--- config.mk ---
export PLATFORM = sky130hd
export DESIGN_NAME = qspi_arbiter_flat
export DESIGN_NICKNAME = d
export VERILOG_FILES = /design/src/rtl/qspi_arbiter_if.sv /design/src/rtl/qspi_arbiter.sv /design/src/flat_wrapper.sv
export SDC_FILE = /design/constraint.sdc
export NUM_CORES = 1
export LEC_CHECK = 0
export BUFFER_PORTS_ARGS = -buffer_cell sky130_fd_sc_hd__clkbuf_2
export CORE_MARGIN = 2
export CORE_UTILIZATION = 52
export CTS_CLUSTER_DIAMETER = 100
export DETAILED_ROUTE_END_ITERATION = 10
export GPL_TIMING_DRIVEN = 0
export PLACE_DENSITY = 0.86
export SYNTH_ARGS = -nofsm -noshare
export SYNTH_HDL_FRONTEND = slang
export SYNTH_SLANG_ARGS = --single-unit
--- constraint.sdc ---
create_clock -name clk -period 3.9 [get_ports clk]
set_input_delay 0.78 -clock clk [delete_from_list [all_inputs] [get_ports clk]]
set_output_delay 0.78 -clock clk [all_outputs]
set_load 0.02 [all_outputs]
--- src/rtl/qspi_arbiter_if.sv ---
// Bundles the fetch port, the data port, the QSPI request/completion bus and the status signals.
// Latency: none; this only carries signals.
// Backpressure: requesters hold their req level until the matching one-cycle ack arrives.
interface qspi_arbiter_if;
    // Instruction fetch port
    logic        i_req;
    logic [31:0] i_adr;
    logic        i_ack;
    logic [31:0] i_rdata;
    // Data load/store port
    logic        d_req;
    logic        d_we;
    logic        d_w;
    logic        d_hw;
    logic [31:0] d_adr;
    logic [31:0] d_wdata;
    logic        d_ack;
    logic [31:0] d_rdata;
    // QSPI interface side
    logic        q_read_req;
    logic        q_write_req;
    logic        q_w;
    logic        q_hw;
    logic [31:0] q_adr;
    logic [31:0] q_wdata;
    logic        q_read_valid;
    logic [31:0] q_read_data;
    logic        q_write_finish;
    // Status
    logic        busy;
    logic        tmo_err;
    logic        tmo_clr;

    // Arbiter side
    modport slave (
        input  i_req, i_adr,
        output i_ack, i_rdata,
        input  d_req, d_we, d_w, d_hw, d_adr, d_wdata,
        output d_ack, d_rdata,
        output q_read_req, q_write_req, q_w, q_hw, q_adr, q_wdata,
        input  q_read_valid, q_read_data, q_write_finish,
        output busy, tmo_err,
        input  tmo_clr
    );

    // Requesters plus QSPI interface (environment side)
    modport master (
        output i_req, i_adr,
        input  i_ack, i_rdata,
        output d_req, d_we, d_w, d_hw, d_adr, d_wdata,
        input  d_ack, d_rdata,
        input  q_read_req, q_write_req, q_w, q_hw, q_adr, q_wdata,
        output q_read_valid, q_read_data, q_write_finish,
        input  busy, tmo_err,
        output tmo_clr
    );
endinterface

--- src/rtl/qspi_arbiter.sv ---
// Shares one QSPI interface between a fetch port (word reads) and a data port (read/write).
// Latency: req in IDLE cycle N -> q_*_req in N+1; completion strobe in cycle M -> ack in M+1.
// Backpressure: requesters hold req until ack; one transaction in flight, watchdog bounds WAIT.
module qspi_arbiter #(
    parameter bit          PRIO_DATA   = 1'b0,
    parameter int unsigned TIMEOUT_CYC = 4096
) (
    input  logic          clk,
    input  logic          rst,
    qspi_arbiter_if.slave bus
);

    typedef enum logic [2:0] {
        IDLE,
        ISSUE,
        WAIT,
        ACK,
        DRAIN
    } state_t;

    localparam logic [15:0] TMO_LAST = 16'(TIMEOUT_CYC - 1);

    state_t      state;
    logic        last_d;     // 1 = last grant went to the data port
    logic        gnt_d;      // port owning the current transaction
    logic        lat_we;
    logic        lat_w;
    logic        lat_hw;
    logic [31:0] lat_adr;
    logic [31:0] lat_wdata;
    logic [15:0] tmo_cnt;

    logic        i_ack_r;
    logic        d_ack_r;
    logic [31:0] i_rdata_r;
    logic [31:0] d_rdata_r;
    logic        q_rd_r;
    logic        q_wr_r;
    logic        busy_r;
    logic        tmo_err_r;

    logic        pick_d;
    logic        done;

    // Data wins when it is the only requester, when it has fixed priority,
    // or when round-robin says it is its turn (fetch had the last grant).
    assign pick_d = bus.d_req && (!bus.i_req || PRIO_DATA || !last_d);

    // Only the completion strobe matching the granted direction counts.
    assign done = lat_we ? bus.q_write_finish : bus.q_read_valid;

    // Arbitration, transaction sequencing, watchdog and sticky error flag.
    always_ff @(posedge clk) begin
        if (rst) begin
            state     <= IDLE;
            last_d    <= 1'b1;
            gnt_d     <= 1'b0;
            lat_we    <= 1'b0;
            lat_w     <= 1'b0;
            lat_hw    <= 1'b0;
            lat_adr   <= 32'h0;
            lat_wdata <= 32'h0;
            tmo_cnt   <= 16'h0;
            i_ack_r   <= 1'b0;
            d_ack_r   <= 1'b0;
            i_rdata_r <= 32'h0;
            d_rdata_r <= 32'h0;
            q_rd_r    <= 1'b0;
            q_wr_r    <= 1'b0;
            busy_r    <= 1'b0;
            tmo_err_r <= 1'b0;
        end else begin
            i_ack_r <= 1'b0;
            d_ack_r <= 1'b0;
            q_rd_r  <= 1'b0;
            q_wr_r  <= 1'b0;
            // A timeout set further down overrides this clear.
            if (bus.tmo_clr) begin
                tmo_err_r <= 1'b0;
            end
            case (state)
                IDLE: begin
                    if (bus.i_req || bus.d_req) begin
                        gnt_d  <= pick_d;
                        last_d <= pick_d;
                        busy_r <= 1'b1;
                        state  <= ISSUE;
                        if (pick_d) begin
                            lat_we    <= bus.d_we;
                            lat_w     <= bus.d_w;
                            lat_hw    <= bus.d_hw;
                            lat_adr   <= bus.d_adr;
                            lat_wdata <= bus.d_wdata;
                            q_rd_r    <= !bus.d_we;
                            q_wr_r    <= bus.d_we;
                        end else begin
                            lat_we  <= 1'b0;
                            lat_w   <= 1'b1;
                            lat_hw  <= 1'b0;
                            lat_adr <= bus.i_adr;
                            q_rd_r  <= 1'b1;
                        end
                    end
                end
                ISSUE: begin
                    tmo_cnt <= 16'h0;
                    state   <= WAIT;
                end
                WAIT: begin
                    if (done) begin
                        if (!lat_we) begin
                            if (gnt_d) begin
                                d_rdata_r <= bus.q_read_data;
                            end else begin
                                i_rdata_r <= bus.q_read_data;
                            end
                        end
                        i_ack_r <= !gnt_d;
                        d_ack_r <= gnt_d;
                        state   <= ACK;
                    end else if (tmo_cnt == TMO_LAST) begin
                        // Abandon the transaction but keep the QSPI side
                        // owned until its late strobe shows up. A timed-out
                        // write leaves d_rdata alone, like any other write.
                        tmo_err_r <= 1'b1;
                        if (!lat_we) begin
                            if (gnt_d) begin
                                d_rdata_r <= 32'h0;
                            end else begin
                                i_rdata_r <= 32'h0;
                            end
                        end
                        i_ack_r <= !gnt_d;
                        d_ack_r <= gnt_d;
                        state   <= DRAIN;
                    end else begin
                        tmo_cnt <= tmo_cnt + 16'h1;
                    end
                end
                ACK: begin
                    busy_r <= 1'b0;
                    state  <= IDLE;
                end
                DRAIN: begin
                    if (bus.q_read_valid || bus.q_write_finish) begin
                        busy_r <= 1'b0;
                        state  <= IDLE;
                    end
                end
                default: begin
                    busy_r <= 1'b0;
                    state  <= IDLE;
                end
            endcase
        end
    end

    assign bus.i_ack       = i_ack_r;
    assign bus.i_rdata     = i_rdata_r;
    assign bus.d_ack       = d_ack_r;
    assign bus.d_rdata     = d_rdata_r;
    assign bus.q_read_req  = q_rd_r;
    assign bus.q_write_req = q_wr_r;
    assign bus.q_w         = lat_w;
    assign bus.q_hw        = lat_hw;
    assign bus.q_adr       = lat_adr;
    assign bus.q_wdata     = lat_wdata;
    assign bus.busy        = busy_r;
    assign bus.tmo_err     = tmo_err_r;

endmodule

--- src/flat_wrapper.sv ---
// flat-port wrapper written by rule: the top's interface ports become plain ports
module qspi_arbiter_flat 
#(
    parameter bit          PRIO_DATA   = 1'b0,
    parameter int unsigned TIMEOUT_CYC = 4096
)
  (clk, rst, bus_i_req, bus_i_adr, bus_i_ack, bus_i_rdata, bus_d_req, bus_d_we, bus_d_w, bus_d_hw, bus_d_adr, bus_d_wdata, bus_d_ack, bus_d_rdata, bus_q_read_req, bus_q_write_req, bus_q_w, bus_q_hw, bus_q_adr, bus_q_wdata, bus_q_read_valid, bus_q_read_data, bus_q_write_finish, bus_busy, bus_tmo_err, bus_tmo_clr);
  qspi_arbiter_if bus_i ();
  input  logic clk;
  input  logic rst;
  input wire logic [$bits(bus_i.i_req)-1:0] bus_i_req;
  input wire logic [$bits(bus_i.i_adr)-1:0] bus_i_adr;
  output wire logic [$bits(bus_i.i_ack)-1:0] bus_i_ack;
  output wire logic [$bits(bus_i.i_rdata)-1:0] bus_i_rdata;
  input wire logic [$bits(bus_i.d_req)-1:0] bus_d_req;
  input wire logic [$bits(bus_i.d_we)-1:0] bus_d_we;
  input wire logic [$bits(bus_i.d_w)-1:0] bus_d_w;
  input wire logic [$bits(bus_i.d_hw)-1:0] bus_d_hw;
  input wire logic [$bits(bus_i.d_adr)-1:0] bus_d_adr;
  input wire logic [$bits(bus_i.d_wdata)-1:0] bus_d_wdata;
  output wire logic [$bits(bus_i.d_ack)-1:0] bus_d_ack;
  output wire logic [$bits(bus_i.d_rdata)-1:0] bus_d_rdata;
  output wire logic [$bits(bus_i.q_read_req)-1:0] bus_q_read_req;
  output wire logic [$bits(bus_i.q_write_req)-1:0] bus_q_write_req;
  output wire logic [$bits(bus_i.q_w)-1:0] bus_q_w;
  output wire logic [$bits(bus_i.q_hw)-1:0] bus_q_hw;
  output wire logic [$bits(bus_i.q_adr)-1:0] bus_q_adr;
  output wire logic [$bits(bus_i.q_wdata)-1:0] bus_q_wdata;
  input wire logic [$bits(bus_i.q_read_valid)-1:0] bus_q_read_valid;
  input wire logic [$bits(bus_i.q_read_data)-1:0] bus_q_read_data;
  input wire logic [$bits(bus_i.q_write_finish)-1:0] bus_q_write_finish;
  output wire logic [$bits(bus_i.busy)-1:0] bus_busy;
  output wire logic [$bits(bus_i.tmo_err)-1:0] bus_tmo_err;
  input wire logic [$bits(bus_i.tmo_clr)-1:0] bus_tmo_clr;
  assign bus_i.i_req = bus_i_req;
  assign bus_i.i_adr = bus_i_adr;
  assign bus_i_ack = bus_i.i_ack;
  assign bus_i_rdata = bus_i.i_rdata;
  assign bus_i.d_req = bus_d_req;
  assign bus_i.d_we = bus_d_we;
  assign bus_i.d_w = bus_d_w;
  assign bus_i.d_hw = bus_d_hw;
  assign bus_i.d_adr = bus_d_adr;
  assign bus_i.d_wdata = bus_d_wdata;
  assign bus_d_ack = bus_i.d_ack;
  assign bus_d_rdata = bus_i.d_rdata;
  assign bus_q_read_req = bus_i.q_read_req;
  assign bus_q_write_req = bus_i.q_write_req;
  assign bus_q_w = bus_i.q_w;
  assign bus_q_hw = bus_i.q_hw;
  assign bus_q_adr = bus_i.q_adr;
  assign bus_q_wdata = bus_i.q_wdata;
  assign bus_i.q_read_valid = bus_q_read_valid;
  assign bus_i.q_read_data = bus_q_read_data;
  assign bus_i.q_write_finish = bus_q_write_finish;
  assign bus_busy = bus_i.busy;
  assign bus_tmo_err = bus_i.tmo_err;
  assign bus_i.tmo_clr = bus_tmo_clr;
  qspi_arbiter #(.PRIO_DATA(PRIO_DATA), .TIMEOUT_CYC(TIMEOUT_CYC)) u_core (.clk(clk), .rst(rst), .bus(bus_i));
endmodule
Word-level counts from Yosys, hierarchy flattened
Cells that the tools add are included.

storage, ports and cells
  bits in registers = 158
  latch bits = 0
  bits in writable memories = 0
  bits in read-only memories = 0
  word-level logic and storage cells = 91
  memories = 0

operators by class
  $add $sub $neg = 1
  multiply operators = 0
  div/mod/pow operators = 0
  $lt $le $gt $ge = 0
  eq/ne operators = 9
  shift operators = 0
  multiplexer cells = 37
  bitwise gates (word level) = 6
  reduce and logical (&&, ||, !) cells = 21

operators by type and width
  operator                                               count
  two-way mux 32 bit                                     13
  two-way mux 16 bit                                     2
  one-hot mux 16 bit (2 select lines)                    1
  adder 16 x 1 -> 16 bit, second input constant          1
  == test 16 x 12 -> 1 bit, second input constant        1
  two-way mux 1 bit                                      15
  two-way mux 3 bit                                      4
  one-hot mux 3 bit (4 select lines)                     1
  AND reduction 3 bit                                    4
  AND reduction 4 bit                                    2
  NOT 1 bit                                              6
  zero test 1 bit                                        4
  inequality test 2 x 1 -> 1 bit, second input constant  2
  inequality test 2 bit, second input constant           2
  nonzero test 2 bit                                     2
  OR reduction 2 bit                                     2
  == test 3 x 1 -> 1 bit, second input constant          1
  == test 3 x 2 -> 1 bit, second input constant          1
  == test 3 bit, second input constant                   1
  zero test 3 bit                                        1
  logical OR 1 bit                                       3
  inequality test 3 x 1 -> 1 bit, second input constant  1
  one-hot mux 1 bit (3 select lines)                     1
  OR reduction 3 bit                                     1
  2 further kinds                                        2

Longest topological paths before layout
  word-level depth = 4
  depth in mapped cells = 9

Worst setup path before layout
OpenSTA, ideal clock, no wires.

  path kind = in2reg
  start point = in bus_q_write_finish
  end point = reg u_core.tmo_cnt[13]
  setup time = 0.129 ns
  data arrival time = 2.180 ns
  path slack = 1.591 ns
  cell stages on the path = 6
  path buffers = 1
  cell sequence = mux2_2 > clkbuf_1 > o311ai_0 > o31ai_4 > o21ai_0 > o31ai_1

on the way
  word-level cells in the longest chain between the ends = 3

ends and longest elaborated chain
  item                                    line                 text
  start, declared                         flat_wrapper.sv:31   input wire logic [$bits(bus_i.q_write_finish)-1:0] bus_q_write_finish;
  two-way mux 1 bit                       qspi_arbiter.sv:50   assign done = lat_we ? bus.q_write_finish : bus.q_read_valid;
  inequality test 2 bit (no source line)  --
  AND reduction 3 bit (no source line)    --
  end signal, assigned                    qspi_arbiter.sv:137  tmo_cnt <= tmo_cnt + 16'h1;
  end, declared                           qspi_arbiter.sv:31   logic [15:0] tmo_cnt;

No other way between the ends.
A chain may end at the register's enable or synchronous reset.

Worst setup path in the final report
  start point = reg u_core.lat_we
  end point = reg u_core.tmo_cnt[14]

on the way
  word-level cells in the longest chain between the ends = 3

ends and longest elaborated chain
  item                                    line                text
  start, declared                         qspi_arbiter.sv:26  logic lat_we;
  start signal, assigned                  qspi_arbiter.sv:89  lat_we <= bus.d_we;
  two-way mux 1 bit                       qspi_arbiter.sv:50
  inequality test 2 bit (no source line)  --
  AND reduction 3 bit (no source line)    --

No other way between the ends.

==> summary.txt <==
Detailed routing
  – Drt drc: 0
  – Initial DRC count: 432
  – Drt pass-1 iters: 5
  – Routed vias/inst: 5.29
  – Routed len/inst: 16.1 um
  – Routed WL: 19000 um
  – Routed Antenna Nets: 0
  – Vias: 6237

Yosys
  – Async SR Flop Fraction: 0%
  – Area leader, netlist: dfxtp_1
  – Syn nets: 845
  – Synthesis Warnings: 0
  – Most frequent cell after synthesis: dfxtp_1
  – Sequential area share after synthesis: 48.8%
  – Yosys cell types: 49
  – Top_reg_cell synth: dfxtp_1
  – EDFF count, synth: 0
  – Synthesized instance count: 706
  – Mapped Area: 6480 um^2
  – Top post-synthesis cells by area: dfxtp_1 49%, mux2i_1 15%, nor2_1 6.4%
  – Syn avg cell area: 9.18 um^2
  – Top post-synthesis cells by count: 158 x dfxtp_1, 111 x nor2_1, 97 x mux2i_1
  – Synth Register Bits: 158
  – Top cell type's share of synthesized area: 48.8%

Placed design
  – Post-DP Area: 8050 um^2
  – Port Buf Inserts: 272
  – DPL Wire Length: 14100 um
  – Placed insts: 1146
  – Global placement routability congestion: 0.913

Critical path
  – Cell Chain, Critical Path: mux2_2 -> clkbuf_1 -> o311ai_0 -> o31ai_4 -> o21ai_0 -> o21ai_0
  – CP arrival: 2.77 ns
  – Critical-path top delay cell: o311ai_0
  – Type of origin of the critical path: flip-flop
  – Crit path top cell by count: o21ai_0
  – Largest stage delay on the critical path: 0.65 ns
  – Worst Path Max Fanout: 10
  – Worst Setup End Kind: flip-flop
  – Setup CP Type: flip-flop to flip-flop
  – Worst endpoint required time: 4.20 ns

Cells and area
  – Synthesis-to-finish area growth: 34.5%
  – Non-Filler Instances: 1179
  – Fin util: 72.0%
  – Design area: 8720 um^2
  – Register area: 3160 um^2
  – Layout net count: 1136
  – Fillers: 938
  – Share of cells above drive strength 1: 31.9%
  – Area of the multi-input gates: 3020 um^2

Floorplanning
  – Initial Util: 53.5%
  – FP Rows: 40
  – Die Ht: 116 um
  – Die area: 13400 um^2
  – Core Area: 12100 um^2
  – I/O pins: 274
  – Die Width: 116 um

Clock network
  – H-tree depth: 4
  – Clock-pin slew on the worst setup and hold paths: 0.06 ns
  – Post-CTS setup buffer count: 0
  – Resize count post-CTS: 0
  – CTS tree: yes
  – Hold_buf cts: 0
  – Root buf cell: clkbuf_16
  – Clk sinks: 158
  – CTS Buffer Depth: 2
  – Worst-Skew Late Latency: 0.43 ns
  – Num CTS Buffers: 17

Global route
  – Vias in the first global route: 5696
  – Antenna violations before repair: 1
  – Remaining Overflow, GRT: 0
  – Global-route wire length before repair: 28100 um
  – GRT Total Usage: 27.3%
  – Largest net degree at the start of global routing: 17

Timing
  – Worst-Margin Slew: 0.759 ns
  – Relative slew slack: 48.9%
  – Period utilisation layout: 63.2%
  – Max Slew Vio Count: 0
  – Fmax: 406 MHz
  – Fin. Hold Viols: 0
  – Final setup viols: 0
  – RSZ-0062 raised after global routing: no
  – Minimum clock period: 2.46 ns
  – Skew final: 0.00725 ns
  – Setup TNS: 0 ns

Power
  – Power Density: 498 nW/um^2
  – Pleak: 4.05 nW
  – VDD IR max: 0.328 mV
  – Power, Total: 4.34 mW

Run
  – Max Cap Viol: 0

Hold path
  – HP Class: flip-flop to flip-flop

Status
  – Run status: complete, no violations
[area by class of cell]
class | instances | area share [%]
flip-flops and latches | 158 | 36.3
multi-input cells | 493 | 34.7
inverters | 4 | 0.172
repair buffers | 272 | 15.6
well taps | 168 | 2.41
plain buffers | 51 | 3.23
clock buffers | 24 | 5.87
clock inverters | 8 | 1.72
diodes | 1 | 0.0287
[critical path, delay by kind of cell (launching register included)]
family / cells / cell delay, ns
compound gates: 4 / 1.27
buf+inv: 1 / 0.25
flops: 1 / 0.45
mux: 1 / 0.38
[cell families (layout without fill, tap and decap cells)]
family                   Yosys count  in the layout  share of synthesized area (%)
buffers and inverters             55            359                           4.58
AO/OA/AOI/OAI                    121            121                           12.2
flip-flops                       158            158                           48.8
multiplexers                      98             98                           15.2
other                              0              1                              0
AND/OR/NAND/NOR                  270            270                           18.7
adder cells (fa/ha/maj)            1              1                          0.193
XOR/XNOR                           3              3                          0.405
[metal layers]
metal	GRT usage [%]	share of wire (%)	vias up	wire, um
met5	0	0	-	0
met4	13.1	3.3	0	622
met3	9.31	8.3	40	1570
met2	48.5	51	275	9610
met1	29.1	38	2891	7170
li1	-	-	3031	-
[where the power goes]
| part | internal [mW] | switching, mW | total [mW] | leakage (nW) |
|---|---|---|---|---|
| clock network | 1.18 | 0.644 | 1.82 | 0.323 |
| registers | 1.72 | 0.0561 | 1.77 | 1.29 |
| logic | 0.270 | 0.478 | 0.748 | 2.44 |
| total | 3.16 | 1.18 | 4.34 | 4.05 |
[registers in the layout (all words and copies together) (netlist names)]
name,flops
u_core.bus.q_adr,32
u_core.bus.q_hw,1
u_core.bus.i_ack,1
u_core.bus.q_wdata,32
u_core.state,3
u_core.bus.q_write_req,1
u_core.last_d,1
u_core.bus.d_rdata,32
u_core.bus.q_w,1
u_core.bus.q_read_req,1
u_core.bus.i_rdata,32
u_core.gnt_d,1
u_core.tmo_cnt,16
u_core.bus.tmo_err,1
u_core.bus.d_ack,1
u_core.bus.busy,1
u_core.lat_we,1
[final timing paths]
check                                       startpoint                endpoint  slack, ns  cells after the start
worst max-delay path                     u_core.lat_we      u_core.tmo_cnt[14]       1.44                      6
worst min-delay path            u_core.bus.q_wdata[30]  u_core.bus.q_wdata[30]       0.45                      2
worst min register to register  u_core.bus.q_wdata[30]  u_core.bus.q_wdata[30]       0.45                      2
worst max register to register           u_core.lat_we      u_core.tmo_cnt[14]       1.44                      6
[layout by cell type (no fill, tap or decap), types with 2 or more instances in the layout]
cell       instances
nor3_1             3
nor4_1             5
clkbuf_8           6
mux2i_1           97
a211oi_1          32
and2_1            34
o21ai_0           13
inv_1              4
buf_6              5
buf_1              6
xnor2_1            3
dfxtp_1          158
clkbuf_16         17
nand2_1           85
nand2b_1           4
bufinv_16          4
clkbuf_1          35
nand4_1            4
nand3_1           10
buf_2              3
or4_1              2
nor2_1           111
buf_12             3
a2111oi_0          2
a311oi_1           2
a31oi_1            3
clkbuf_2         272
a21oi_1           46
and3_1             3
o31ai_1            9
o311ai_0           2
a41oi_1            2
[stage by stage]
step,setup WS (ns),hold WS [ns]
floorplan,1.59,0.436
global placement,1.23,0.441
detailed placement,1.15,0.445
CTS,1.44,0.454
global route,1.23,0.468
finish,1.44,0.455
No activity file was read; power rests on OpenSTA's default activity.
